File: src/rtl/prog_loader_pkg.sv
// Shared types and helpers for the target programming engine.
// State encoding, target mode codes and small decode functions.
package prog_loader_pkg;

  typedef enum logic [2:0] {
    ST_IDLE      = 3'd0,
    ST_RESET_TGT = 3'd1,
    ST_LOAD      = 3'd2,
    ST_RUN       = 3'd3,
    ST_DONE      = 3'd4,
    ST_ERROR     = 3'd5
  } ldr_state_e;

  localparam logic [1:0] MODE_IDLE = 2'b00;
  localparam logic [1:0] MODE_LOAD = 2'b01;
  localparam logic [1:0] MODE_RUN  = 2'b10;

  function automatic logic [1:0] mode_of(input ldr_state_e s);
    case (s)
      ST_RESET_TGT, ST_LOAD: mode_of = MODE_LOAD;
      ST_RUN:                mode_of = MODE_RUN;
      default:               mode_of = MODE_IDLE;
    endcase
  endfunction

  function automatic logic is_busy(input ldr_state_e s);
    case (s)
      ST_RESET_TGT, ST_LOAD, ST_RUN: is_busy = 1'b1;
      default:                       is_busy = 1'b0;
    endcase
  endfunction

  // Target reset is held only while idle or while the reset pulse is running.
  function automatic logic tgt_released(input ldr_state_e s);
    case (s)
      ST_LOAD, ST_RUN, ST_DONE, ST_ERROR: tgt_released = 1'b1;
      default:                            tgt_released = 1'b0;
    endcase
  endfunction

  function automatic int unsigned clamp_len(input int unsigned len, input int unsigned max_len);
    if (len > max_len) begin
      clamp_len = max_len;
    end else begin
      clamp_len = len;
    end
  endfunction

endpackage

File: src/rtl/prog_loader_sclk_gen.sv
// Target clock divider. Strobes flag the clk edge on which sclk will rise or fall,
// so registered logic updating on a strobe changes together with sclk.
module sclk_gen #(
  parameter int CLK_DIV = 4
) (
  input  logic clk,
  input  logic rst_n,
  input  logic en_i,
  output logic sclk_o,
  output logic rise_stb_o,
  output logic fall_stb_o
);

  localparam int DW = $clog2(CLK_DIV + 1);
  localparam logic [DW-1:0] DIV_TOP = DW'(CLK_DIV);

  logic [DW-1:0] div_q, div_d;
  logic          sclk_q, sclk_d;
  logic          at_top_s;

  // Counter runs 1..CLK_DIV so the first toggle lands CLK_DIV edges after enable.
  always_comb begin
    at_top_s = (div_q == DIV_TOP);
    div_d    = div_q;
    sclk_d   = sclk_q;
    if (!en_i) begin
      div_d  = '0;
      sclk_d = 1'b0;
    end else if (at_top_s) begin
      div_d  = DW'(1);
      sclk_d = ~sclk_q;
    end else begin
      div_d  = div_q + DW'(1);
      sclk_d = sclk_q;
    end
  end

  always_ff @(posedge clk or negedge rst_n) begin
    if (!rst_n) begin
      div_q  <= '0;
      sclk_q <= 1'b0;
    end else begin
      div_q  <= div_d;
      sclk_q <= sclk_d;
    end
  end

  assign sclk_o     = sclk_q;
  assign rise_stb_o = at_top_s & ~sclk_q;
  assign fall_stb_o = at_top_s & sclk_q;

endmodule

File: src/rtl/prog_loader.sv
// Programming engine: resets the target, shifts the stored image out MSB first,
// then lets the target run until it signals completion or times out.
module prog_loader
  import prog_loader_pkg::*;
#(
  parameter int WORD_W     = 8,
  parameter int DEPTH      = 16,
  parameter int CLK_DIV    = 4,
  parameter int RST_CYCLES = 10,
  parameter int TIMEOUT    = 1024
) (
  input  logic                       clk,
  input  logic                       rst_n,
  input  logic                       wr_en,
  input  logic [$clog2(DEPTH)-1:0]   wr_addr,
  input  logic [WORD_W-1:0]          wr_data,
  input  logic [$clog2(DEPTH+1)-1:0] prog_len,
  input  logic                       start,
  input  logic                       abort,
  output logic                       sclk_out,
  output logic                       rst_n_out,
  output logic                       mosi_out,
  output logic [1:0]                 mode_out,
  input  logic                       done_in,
  output logic                       busy,
  output logic                       finished,
  output logic                       timeout_err
);

  localparam int AW = $clog2(DEPTH);
  localparam int LW = $clog2(DEPTH + 1);
  localparam int BW = (WORD_W > 1) ? $clog2(WORD_W) : 1;
  localparam int RW = $clog2(RST_CYCLES + 1);
  localparam int TW = $clog2(TIMEOUT + 1);

  localparam logic [BW-1:0] BIT_TOP  = BW'(WORD_W - 1);
  localparam logic [RW-1:0] RST_LAST = RW'(RST_CYCLES - 1);
  localparam logic [TW-1:0] TMO_TOP  = TW'(TIMEOUT);

  logic [WORD_W-1:0] img_q [DEPTH];

  ldr_state_e    state_q, state_d;
  logic [LW-1:0] len_q, len_d;
  logic [AW-1:0] word_q, word_d;
  logic [BW-1:0] bit_q, bit_d;
  logic [RW-1:0] rcnt_q, rcnt_d;
  logic [TW-1:0] tmo_q, tmo_d;
  logic          mosi_q, mosi_d;
  logic          rst_n_out_q, rst_n_out_d;
  logic [1:0]    mode_q, mode_d;
  logic          busy_q, busy_d;
  logic          finished_q, finished_d;
  logic          err_q, err_d;
  logic [2:0]    done_sync_q;

  logic sclk_s, rise_stb_s, fall_stb_s;
  logic done_rise_s, last_word_s;

  // The divider is enabled from the next state so sclk drops on the edge that leaves RUN.
  sclk_gen #(
    .CLK_DIV(CLK_DIV)
  ) u_sclk_gen (
    .clk       (clk),
    .rst_n     (rst_n),
    .en_i      (busy_d),
    .sclk_o    (sclk_s),
    .rise_stb_o(rise_stb_s),
    .fall_stb_o(fall_stb_s)
  );

  // Image buffer: writes only land while the engine is not busy.
  always_ff @(posedge clk) begin
    if (wr_en && !busy_q) begin
      img_q[wr_addr] <= wr_data;
    end
  end

  // Two-flop synchroniser plus one delay flop for rising-edge detection.
  always_ff @(posedge clk or negedge rst_n) begin
    if (!rst_n) begin
      done_sync_q <= 3'b000;
    end else begin
      done_sync_q <= {done_sync_q[1:0], done_in};
    end
  end

  assign done_rise_s = done_sync_q[1] & ~done_sync_q[2];
  assign last_word_s = (LW'(word_q) == (len_q - LW'(1)));

  // Sequencer next-state; abort wins over every other input.
  always_comb begin
    state_d = state_q;
    len_d   = len_q;
    word_d  = word_q;
    bit_d   = bit_q;
    rcnt_d  = rcnt_q;
    tmo_d   = tmo_q;
    mosi_d  = mosi_q;
    if (abort) begin
      state_d = ST_IDLE;
      word_d  = '0;
      bit_d   = '0;
      rcnt_d  = '0;
      tmo_d   = '0;
      mosi_d  = 1'b0;
    end else begin
      case (state_q)
        ST_IDLE, ST_DONE, ST_ERROR: begin
          mosi_d = 1'b0;
          if (start) begin
            state_d = ST_RESET_TGT;
            len_d   = LW'(clamp_len(32'(prog_len), DEPTH));
            word_d  = '0;
            bit_d   = BIT_TOP;
            rcnt_d  = '0;
            tmo_d   = '0;
          end else begin
            state_d = state_q;
          end
        end
        ST_RESET_TGT: begin
          if (fall_stb_s && (rcnt_q == RST_LAST)) begin
            rcnt_d = '0;
            if (len_q == '0) begin
              state_d = ST_RUN;
              mosi_d  = 1'b0;
            end else begin
              state_d = ST_LOAD;
              mosi_d  = img_q[0][WORD_W-1];
            end
          end else if (fall_stb_s) begin
            rcnt_d = rcnt_q + RW'(1);
          end else begin
            rcnt_d = rcnt_q;
          end
        end
        ST_LOAD: begin
          if (fall_stb_s && (bit_q != '0)) begin
            bit_d  = bit_q - BW'(1);
            mosi_d = img_q[word_q][bit_q - BW'(1)];
          end else if (fall_stb_s && last_word_s) begin
            state_d = ST_RUN;
            mosi_d  = 1'b0;
          end else if (fall_stb_s) begin
            word_d = word_q + AW'(1);
            bit_d  = BIT_TOP;
            mosi_d = img_q[word_q + AW'(1)][WORD_W-1];
          end else begin
            mosi_d = mosi_q;
          end
        end
        ST_RUN: begin
          mosi_d = 1'b0;
          if (done_rise_s) begin
            state_d = ST_DONE;
          end else if (tmo_q == TMO_TOP) begin
            state_d = ST_ERROR;
          end else if (rise_stb_s) begin
            tmo_d = tmo_q + TW'(1);
          end else begin
            tmo_d = tmo_q;
          end
        end
        default: begin
          state_d = ST_IDLE;
          mosi_d  = 1'b0;
        end
      endcase
    end
  end

  // Output decode from the next state so every output is a flop.
  always_comb begin
    mode_d      = mode_of(state_d);
    busy_d      = is_busy(state_d);
    rst_n_out_d = tgt_released(state_d);
    finished_d  = (state_d == ST_DONE);
    err_d       = (state_d == ST_ERROR);
  end

  always_ff @(posedge clk or negedge rst_n) begin
    if (!rst_n) begin
      state_q     <= ST_IDLE;
      len_q       <= '0;
      word_q      <= '0;
      bit_q       <= '0;
      rcnt_q      <= '0;
      tmo_q       <= '0;
      mosi_q      <= 1'b0;
      rst_n_out_q <= 1'b0;
      mode_q      <= MODE_IDLE;
      busy_q      <= 1'b0;
      finished_q  <= 1'b0;
      err_q       <= 1'b0;
    end else begin
      state_q     <= state_d;
      len_q       <= len_d;
      word_q      <= word_d;
      bit_q       <= bit_d;
      rcnt_q      <= rcnt_d;
      tmo_q       <= tmo_d;
      mosi_q      <= mosi_d;
      rst_n_out_q <= rst_n_out_d;
      mode_q      <= mode_d;
      busy_q      <= busy_d;
      finished_q  <= finished_d;
      err_q       <= err_d;
    end
  end

  assign sclk_out    = sclk_s;
  assign rst_n_out   = rst_n_out_q;
  assign mosi_out    = mosi_q;
  assign mode_out    = mode_q;
  assign busy        = busy_q;
  assign finished    = finished_q;
  assign timeout_err = err_q;

endmodule

File: config.mk
export PLATFORM = sky130hd
export DESIGN_NAME = prog_loader
export DESIGN_NICKNAME = d
export VERILOG_FILES = /design/src/rtl/prog_loader_pkg.sv /design/src/rtl/prog_loader_sclk_gen.sv /design/src/rtl/prog_loader.sv
export SDC_FILE = /design/constraint.sdc
export NUM_CORES = 1
export LEC_CHECK = 0
export ABC_AREA = 1
export BUFFER_PORTS_ARGS = -buffer_cell sky130_fd_sc_hd__buf_4
export CORE_MARGIN = 1
export CORE_UTILIZATION = 35
export CTS_CLUSTER_SIZE = 40
export DETAILED_ROUTE_END_ITERATION = 10
export HOLD_SLACK_MARGIN = 0.12
export RECOVER_POWER = 25
export SLEW_MARGIN = 20
export SYNTH_ARGS = -nofsm -noshare
export SYNTH_HDL_FRONTEND = slang
export SYNTH_HIERARCHICAL = 1
export SYNTH_SLANG_ARGS = --single-unit
File: constraint.sdc
create_clock -name clk -period 2.8 [get_ports clk]
set_input_delay 0.56 -clock clk [delete_from_list [all_inputs] [get_ports clk]]
set_output_delay 0.56 -clock clk [all_outputs]
set_load 0.02 [all_outputs]
* Yosys cells after proc, flatten, opt, wreduce, memory -nomap -nowiden
Memory sizes are Yosys's and may differ from the RTL's.
Cells that the tools add are included.
** Storage, ports and cells
- Register bits after elaboration :: 44
- Bits in latches :: 0
- Bits in writable memories :: 128
- Memory bits (read-only) :: 0
- Bits of input ports :: 23
- Output and inout bits :: 8
- Memories kept :: 1
** Cells by class
- Add/sub/neg operators :: 6
- Multiply operators :: 0
- Divide/modulo/power cells :: 0
- $lt $le $gt $ge :: 2
- Equality and inequality tests :: 27
- Shift-type cells :: 0
- Muxes and demuxes :: 50
- Bitwise gates (word level) :: 6
- Reductions and logical operators :: 21
** Memories
- img_q :: depth 16, bits a word 8, rd ports 3, clocked after memory_dff 0, write ports 1, line prog_loader.sv:40 : logic [WORD_W-1:0] img_q [DEPTH];
** Operators with widths (number)
- $mux 11 :: 5
- $mux 3 :: 14
- $mux 4 :: 8
- $ne 3x3->1 const B :: 8
- $pmux 11 s2 :: 1
- $pmux 4 s2 :: 2
- $eq 3x3->1 const B :: 5
- $mux 1 :: 14
- $eq 3x2->1 const B :: 4
- $ne 4x4->1 const B :: 3
- $pmux 3 s4 :: 1
- $reduce_bool 3->1 :: 4
- $add 11x1->11 const B :: 1
- $eq 11x11->1 const B :: 1
- $reduce_and 5->1 :: 2
- $add 4x1->4 const B :: 2
- $eq 3x1->1 const B :: 2
- $pmux 3 s2 :: 1
- $reduce_and 3->1 :: 2
- $reduce_or 3->1 :: 2
- $eq 4x5->1 :: 1
- $gt 5x5->1 const B :: 1
- $logic_not 5->1 :: 1
- $mux 5 :: 1
- 19 further kinds :: 26

* Depth between registers and ports, before layout
- Word-level depth :: 11
- Depth in mapped cells :: 19

* By module
The synthesis kept the hierarchy.
** Modules (own cells, without submodules)
- prog_loader :: times used 1, cells an instance 736, area an instance 7536.0 um2, seq. area each 4844.6 um2
- sclk_gen :: times used 1, cells an instance 27, area an instance 214.0 um2, seq. area each 100.1 um2

* Worst setup path before layout
Ideal clock, no wire load.
- Kind :: register to register
- Start :: register u_sclk_gen.div_q[0]
- End :: register u_sclk_gen.sclk_q (netlist: u_sclk_gen/sclk_o)
- Library setup time :: 117 ps
- Data arrival time :: 1948 ps
- Data required time :: 2683 ps
- Setup slack :: 735 ps
- Stages on the path, launching flop included :: 19
- Path buffers :: 0
- Period minus slack after synthesis :: 2065 ps
- Cells stage by stage :: dfrtp_1 inv_1 ha_1 nand2_2 nor2_1 inv_1 nor2_1 and3_1 nor2_1 nor3_1 nand3_2 nand2_2 inv_2 nand3_2 nand2_1 inv_2 nor2_2 nand2_1 nand2_1
** On the way
- Longest elaborated chain between the ends :: 11
- Elaborated cells between the ends (all ways) :: 17
- Those cells by class :: eq/ne (5); mux (7); bitwise (1); reduce/logical (4)
** RTL lines
- start: declaration :: line prog_loader_sclk_gen.sv:17 : logic [DW-1:0] div_q, div_d;
- start signal: assignment :: line prog_loader_sclk_gen.sv:43 : div_q <= div_d;
- $eq 3x3->1 (*) :: line prog_loader_sclk_gen.sv:23 : at_top_s = (div_q == DIV_TOP);
- $and 1x1->1 (*) :: line prog_loader_sclk_gen.sv:50 : assign fall_stb_o = at_top_s & sclk_q;
- via fall_stb_s :: line prog_loader.sv:56 : logic sclk_s, rise_stb_s, fall_stb_s;
- $logic_and 1x1->1 :: line prog_loader.sv:141 : end else if (fall_stb_s && last_word_s) begin
- $mux 3 :: line prog_loader.sv:141
- $mux 3 :: line prog_loader.sv:138 : if (fall_stb_s && (bit_q != '0)) begin
- $pmux 3 s4 (*) :: line prog_loader.sv:107 : case (state_q)
- $mux 3 (*) :: line prog_loader.sv:99 : if (abort) begin
- via state_d[0] :: line prog_loader.sv:42 : ldr_state_e state_q, state_d;
- $eq 3x2->1 / $eq 3x1->1 (equally long branches) :: line prog_loader_pkg.sv:27 : case (s)
- $reduce_or 3->1 (*) :: line prog_loader_pkg.sv:27
- $mux 1 (*) :: line prog_loader_pkg.sv:27
- via busy_d :: line prog_loader.sv:51 : logic busy_q, busy_d;
- $ne 2x1->1 (no source line) / $mux 1 (equally long branches)
- end signal: assignment :: line prog_loader_sclk_gen.sv:44 : sclk_q <= sclk_d;
- end: declaration :: line prog_loader_sclk_gen.sv:18 : logic sclk_q, sclk_d;
The timed path passes the listed nets; every way through them passes the cells marked *.
A chain may end at the register's enable or synchronous reset.

* Final worst setup path
Same ends and word-level chain as after synthesis.

==> out/results.txt <==
31 I/O pins were placed. The number of violations reported at the end of detailed-routing iteration 0 came out at 426. Total power for the finished layout comes to 0.00571 W. The kind of cell with the highest combined delay along the critical path is simple AND/OR/NAND/NOR gates.

The type of the worst setup path is reg2reg. The worst path needs 2.37 ns of the cycle, external delays included. The tightest hold margin came out at 0.111 ns.

For the data required time at the worst endpoint, the log shows 3.12 ns. The floorplan has 54 rows. The worst min-delay path category was in2async.

Minimum setup slack among reg-to-reg paths: 0.43 ns. The worst setup path is captured at a register. The number of buffers created by CTS is 17.

Summing every instance area after synthesis gives 7750 µm². Derived from the worst setup path, the maximum achievable clock frequency is 423 MHz. Routability-driven placement finished with a final weighted congestion of 0.842.

Data arrives at the worst endpoint at 2.69 ns. Area overhead of the layout relative to synthesis: 16.5%. VDD sags by at most 0.383 mV.

After clock tree synthesis, the setup repair step added 0 buffers. Number of slew-limit violations in the final report: 0. The tools report the count of cell types in the netlist as 36. The most critical setup path has its startpoint at u_sclk_gen/div_q[0]. The tools report the via count of the first global-routing pass as 5229. Measured along the x axis, the die boundary spans 151 µm.

The final net count is 840, and the number of detailed-routing iterations run before antenna repair is 8. The H-tree level count was 4. Sort of element at the start of the critical path: a register. For the worst-skew pair, the clock arrives at the later sink with an insertion delay of 0.45 ns. Dividing the synthesized area by the synthesized cell count gives 10.2 µm². The number of gates resized after CTS was 0. The number of sinks driven by the clock tree is 172, and the number of nets still failing antenna checks after routing is 0. The tools report the clock tree buffer depth as 2. The flow ran to the end, and the final reports show no timing, DRC or antenna violations. The floorplan die height works out to 151 µm. The tools report the number of antenna violations at the first check in global routing as 0. Among all stages on the critical path, the largest delay is contributed by sky130_fd_sc_hd__dfrtp_1. The buffer and inverter count on the worst path was 4. The capture instance of the worst register-to-register path is u_sclk_gen/sclk_o. The logs give 28800 µm for the global-route wire length before repair and 6 for the total of warnings raised by yosys.

The static leakage is 3.54 nW, and the core footprint is 21800 µm². For the pin with the worst max-slew slack, the measured transition is 0.872 ns. In this run the worst setup path terminates at u_sclk_gen/sclk_o. Once detailed placement completed, the half-perimeter wirelength came to 11500 µm. Setup violations remaining at the end of the flow were counted as 0.

The worst slew margin relative to its limit is 0.418. TritonCTS built the clock tree. The number of enable-type register cells in the synthesized netlist was 128; the routed wire length per instance was 16.3 µm. The die area was 22700 µm². Summed over all failing endpoints, the final setup total negative slack is 0 ns. The initial core utilization came out at 0.356.

The tools report the start of the worst register-to-register path as u_sclk_gen/div_q[0]. The CTS clock-pin slew for the worst setup and hold paths was 0.07 ns. Dividing the detail-routed via count by the number of cells gives 5.01. The total of buffers placed on input and output ports works out to 30.

Prevailing post-synth register cell: sky130_fd_sc_hd__edfxtp_1. In this run, synthesis produced a sequential element count of 172. The tools report the number of max-cap violations as 0. The total routed wirelength is 17900 µm, and the post-synthesis cell count is 763. The run gives 0 as the final hold violation count.

The largest single stage delay on the critical path is 0.39 ns. Setup repair after global routing left no endpoint under its margin. The sequential fraction of the synthesis area came out at 0.638. The worst register-to-register path has a depth of 18.

The remaining routing DRC violations was 0; the highest net fanout along the worst path was 5. The critical path runs through a total of 18 cells. For this design, the CTS-stage hold fixing added 0 buffers. For this design the ratio of total power to cell area is 633 nW/µm². The number of nets handed over by synthesis was 796. The total via count after detailed routing is 5506, and the overall routing resource usage is 0.171. Walking the worst path, the cells encountered are inv_1, ha_1, nand2_2, nor2_1, inv_1, nor2_1, and3_1, nor2_1, nor3_1, nand3_2, nand2_2, inv_2, nand3_2, nand2_1, inv_2, nor2_2, nand2_1, nand2_1.

The share of cells above drive strength 1 works out to 0.121. The tree is rooted in a sky130_fd_sc_hd__clkbuf_16. 0 antenna diodes ended up in the layout. After global routing the overflow that remains totals 0. For the number of filler instances in the final layout, the log shows 2132. Clock skew on the completed layout was measured at 0.0144 ns. The share of the cycle needed by the critical path after routing is 0.845. Share of flip-flops with an asynchronous set or reset after synthesis: 0.256. For the pin count of the biggest net entering global routing, the log shows 76.
==> through the flow <==
| step | instance area [µm²] | util | setup WS (ns) | std cells |
|---|---|---|---|---|
| after CTS | 9060 | 0.416 | 0.385 | 1100 |
| final | 9030 | 0.415 | 0.435 | 1100 |
| after floorplan | 7750 | - | 0.735 | 763 |
| after global placement | 8400 | 0.386 | 0.492 | 1068 |
| after detailed placement | 8400 | 0.386 | 0.420 | 1068 |
| after global routing | 9030 | 0.415 | 0.123 | 1100 |
==> how the worst min path moves through the flow <==
| stage | startpoint | to | slack (ns) | cells after the start |
|---|---|---|---|---|
| final | rst_n | rcnt_q[0] | 0.11 | 1 |
| after global routing | rst_n | len_q[1] | 0.15 | 1 |
| after CTS | rst_n | len_q[3] | 0.12 | 1 |
| after detailed placement | done_sync_q[0] | done_sync_q[1] | 0.34 | 0 |
| after global placement | done_sync_q[0] | done_sync_q[1] | 0.33 | 0 |
| after floorplan | rst_n | bit_q[0] | 0.26 | 0 |
==> layout make-up <==
cell class | instances | area [µm²] | area share
Multi-Input combinational cell | 495 | 2410 | 0.267
Sequential cell | 172 | 4950 | 0.548
Tap cell | 280 | 350 | 0.0388
Inverter | 66 | 248 | 0.0274
Clock buffer | 17 | 425 | 0.0471
Timing Repair Buffer | 55 | 408 | 0.0452
Clock inverter | 15 | 236 | 0.0262
==> worst reg2reg max path, cell delays in order, from the launching register on <==
cell and delay, ns:
sky130_fd_sc_hd__dfrtp_1 0.39, sky130_fd_sc_hd__inv_1 0.06, sky130_fd_sc_hd__ha_1 0.16, sky130_fd_sc_hd__nand2_2 0.08
sky130_fd_sc_hd__nor2_1 0.21, sky130_fd_sc_hd__inv_1 0.12, sky130_fd_sc_hd__nor2_1 0.09, sky130_fd_sc_hd__and3_1 0.17
sky130_fd_sc_hd__nor2_1 0.05, sky130_fd_sc_hd__nor3_1 0.21, sky130_fd_sc_hd__nand3_2 0.12, sky130_fd_sc_hd__nand2_2 0.10
sky130_fd_sc_hd__inv_2 0.05, sky130_fd_sc_hd__nand3_2 0.06, sky130_fd_sc_hd__nand2_1 0.14, sky130_fd_sc_hd__inv_2 0.10
sky130_fd_sc_hd__nor2_2 0.03, sky130_fd_sc_hd__nand2_1 0.06, sky130_fd_sc_hd__nand2_1 0.05
==> report_power, final <==
group / switching [W] / total (W) / internal (W)
clock network: 0.00117 / 0.00256 / 0.00140
logic: 0.000217 / 0.000325 / 0.000108
registers: 0.0000326 / 0.00283 / 0.00280
==> flip-flops by register name, indices dropped and copies added (netlist names) <==
register / count
done_sync_q: 3
timeout_err: 1
u_sclk_gen/sclk_o: 1
finished: 1
word_q: 4
mode_out: 2
tmo_q: 11
rst_n_out: 1
state_q: 3
bit_q: 3
img_q: 128
busy: 1
len_q: 5
rcnt_q: 4
u_sclk_gen/div_q: 3
mosi_out: 1
==> cells by family (layout without fill, tap and decap cells) <==
| logic type | after synthesis | after routing | synth area share |
|---|---|---|---|
| buffers and inverters | 96 | 153 | 0.0505 |
| xor gates and xnor gates | 14 | 14 | 0.0158 |
| DFF | 172 | 172 | 0.638 |
| adders and majority gates | 10 | 10 | 0.0161 |
| and+or+nand+nor | 411 | 411 | 0.233 |
| AOI/OAI and AO/OA | 60 | 60 | 0.0468 |
==> cells in the mapped netlist (2+ instances only) <==
library cell	count	area, µm²
sky130_fd_sc_hd__nand2_1	196	736
sky130_fd_sc_hd__nand3_1	143	716
sky130_fd_sc_hd__edfxtp_1	128	3840
sky130_fd_sc_hd__inv_1	57	214
sky130_fd_sc_hd__dfrtp_1	44	1100
sky130_fd_sc_hd__nor2_1	37	139
sky130_fd_sc_hd__buf_2	22	110
sky130_fd_sc_hd__nor3_1	17	85.1
sky130_fd_sc_hd__o21ai_0	17	85.1
sky130_fd_sc_hd__a21oi_1	15	75.1
sky130_fd_sc_hd__ha_1	10	125
sky130_fd_sc_hd__xor2_1	9	78.8
sky130_fd_sc_hd__inv_2	7	26.3
sky130_fd_sc_hd__a22oi_1	5	37.5
sky130_fd_sc_hd__clkbuf_1	5	18.8
sky130_fd_sc_hd__nand4_1	5	31.3
sky130_fd_sc_hd__o21ai_1	5	25.0
sky130_fd_sc_hd__o41ai_1	5	43.8
sky130_fd_sc_hd__xnor2_1	5	43.8
sky130_fd_sc_hd__nand2_2	3	18.8
sky130_fd_sc_hd__nand3_2	3	30.0
sky130_fd_sc_hd__nor2_2	3	18.8
sky130_fd_sc_hd__o211ai_1	3	22.5
sky130_fd_sc_hd__o22ai_1	3	18.8
sky130_fd_sc_hd__a31oi_1	2	12.5
sky130_fd_sc_hd__buf_1	2	7.51
sky130_fd_sc_hd__clkinv_1	2	7.51
sky130_fd_sc_hd__nor4_1	2	12.5
==> cells in the final DEF (no fill, tap or decap), types with 4 or more instances in the layout <==
cell type / instances
sky130_fd_sc_hd__o41ai_1: 5
sky130_fd_sc_hd__nand4_1: 5
sky130_fd_sc_hd__nand3_1: 143
sky130_fd_sc_hd__nor3_1: 17
sky130_fd_sc_hd__inv_1: 57
sky130_fd_sc_hd__clkbuf_16: 17
sky130_fd_sc_hd__nor2_1: 37
sky130_fd_sc_hd__nand2_1: 196
sky130_fd_sc_hd__inv_8: 4
sky130_fd_sc_hd__dfrtp_1: 43
sky130_fd_sc_hd__a22oi_1: 5
sky130_fd_sc_hd__xor2_1: 9
sky130_fd_sc_hd__ha_1: 10
sky130_fd_sc_hd__clkinv_8: 7
sky130_fd_sc_hd__buf_4: 44
sky130_fd_sc_hd__clkbuf_1: 8
sky130_fd_sc_hd__a21oi_1: 15
sky130_fd_sc_hd__inv_2: 7
sky130_fd_sc_hd__edfxtp_1: 128
sky130_fd_sc_hd__o21ai_1: 5
sky130_fd_sc_hd__o21ai_0: 17
sky130_fd_sc_hd__xnor2_1: 5
==> per-layer routing <==
layer,track usage,share of wire,wire length [µm],vias to the layer above
met5,0,0,0,-
met4,0.0445,0.013,237,0
met3,0.0422,0.047,844,18
met2,0.286,0.49,8690,130
met1,0.223,0.45,8130,2645
li1,-,-,-,2713
Power figures use the tool's default switching activity.
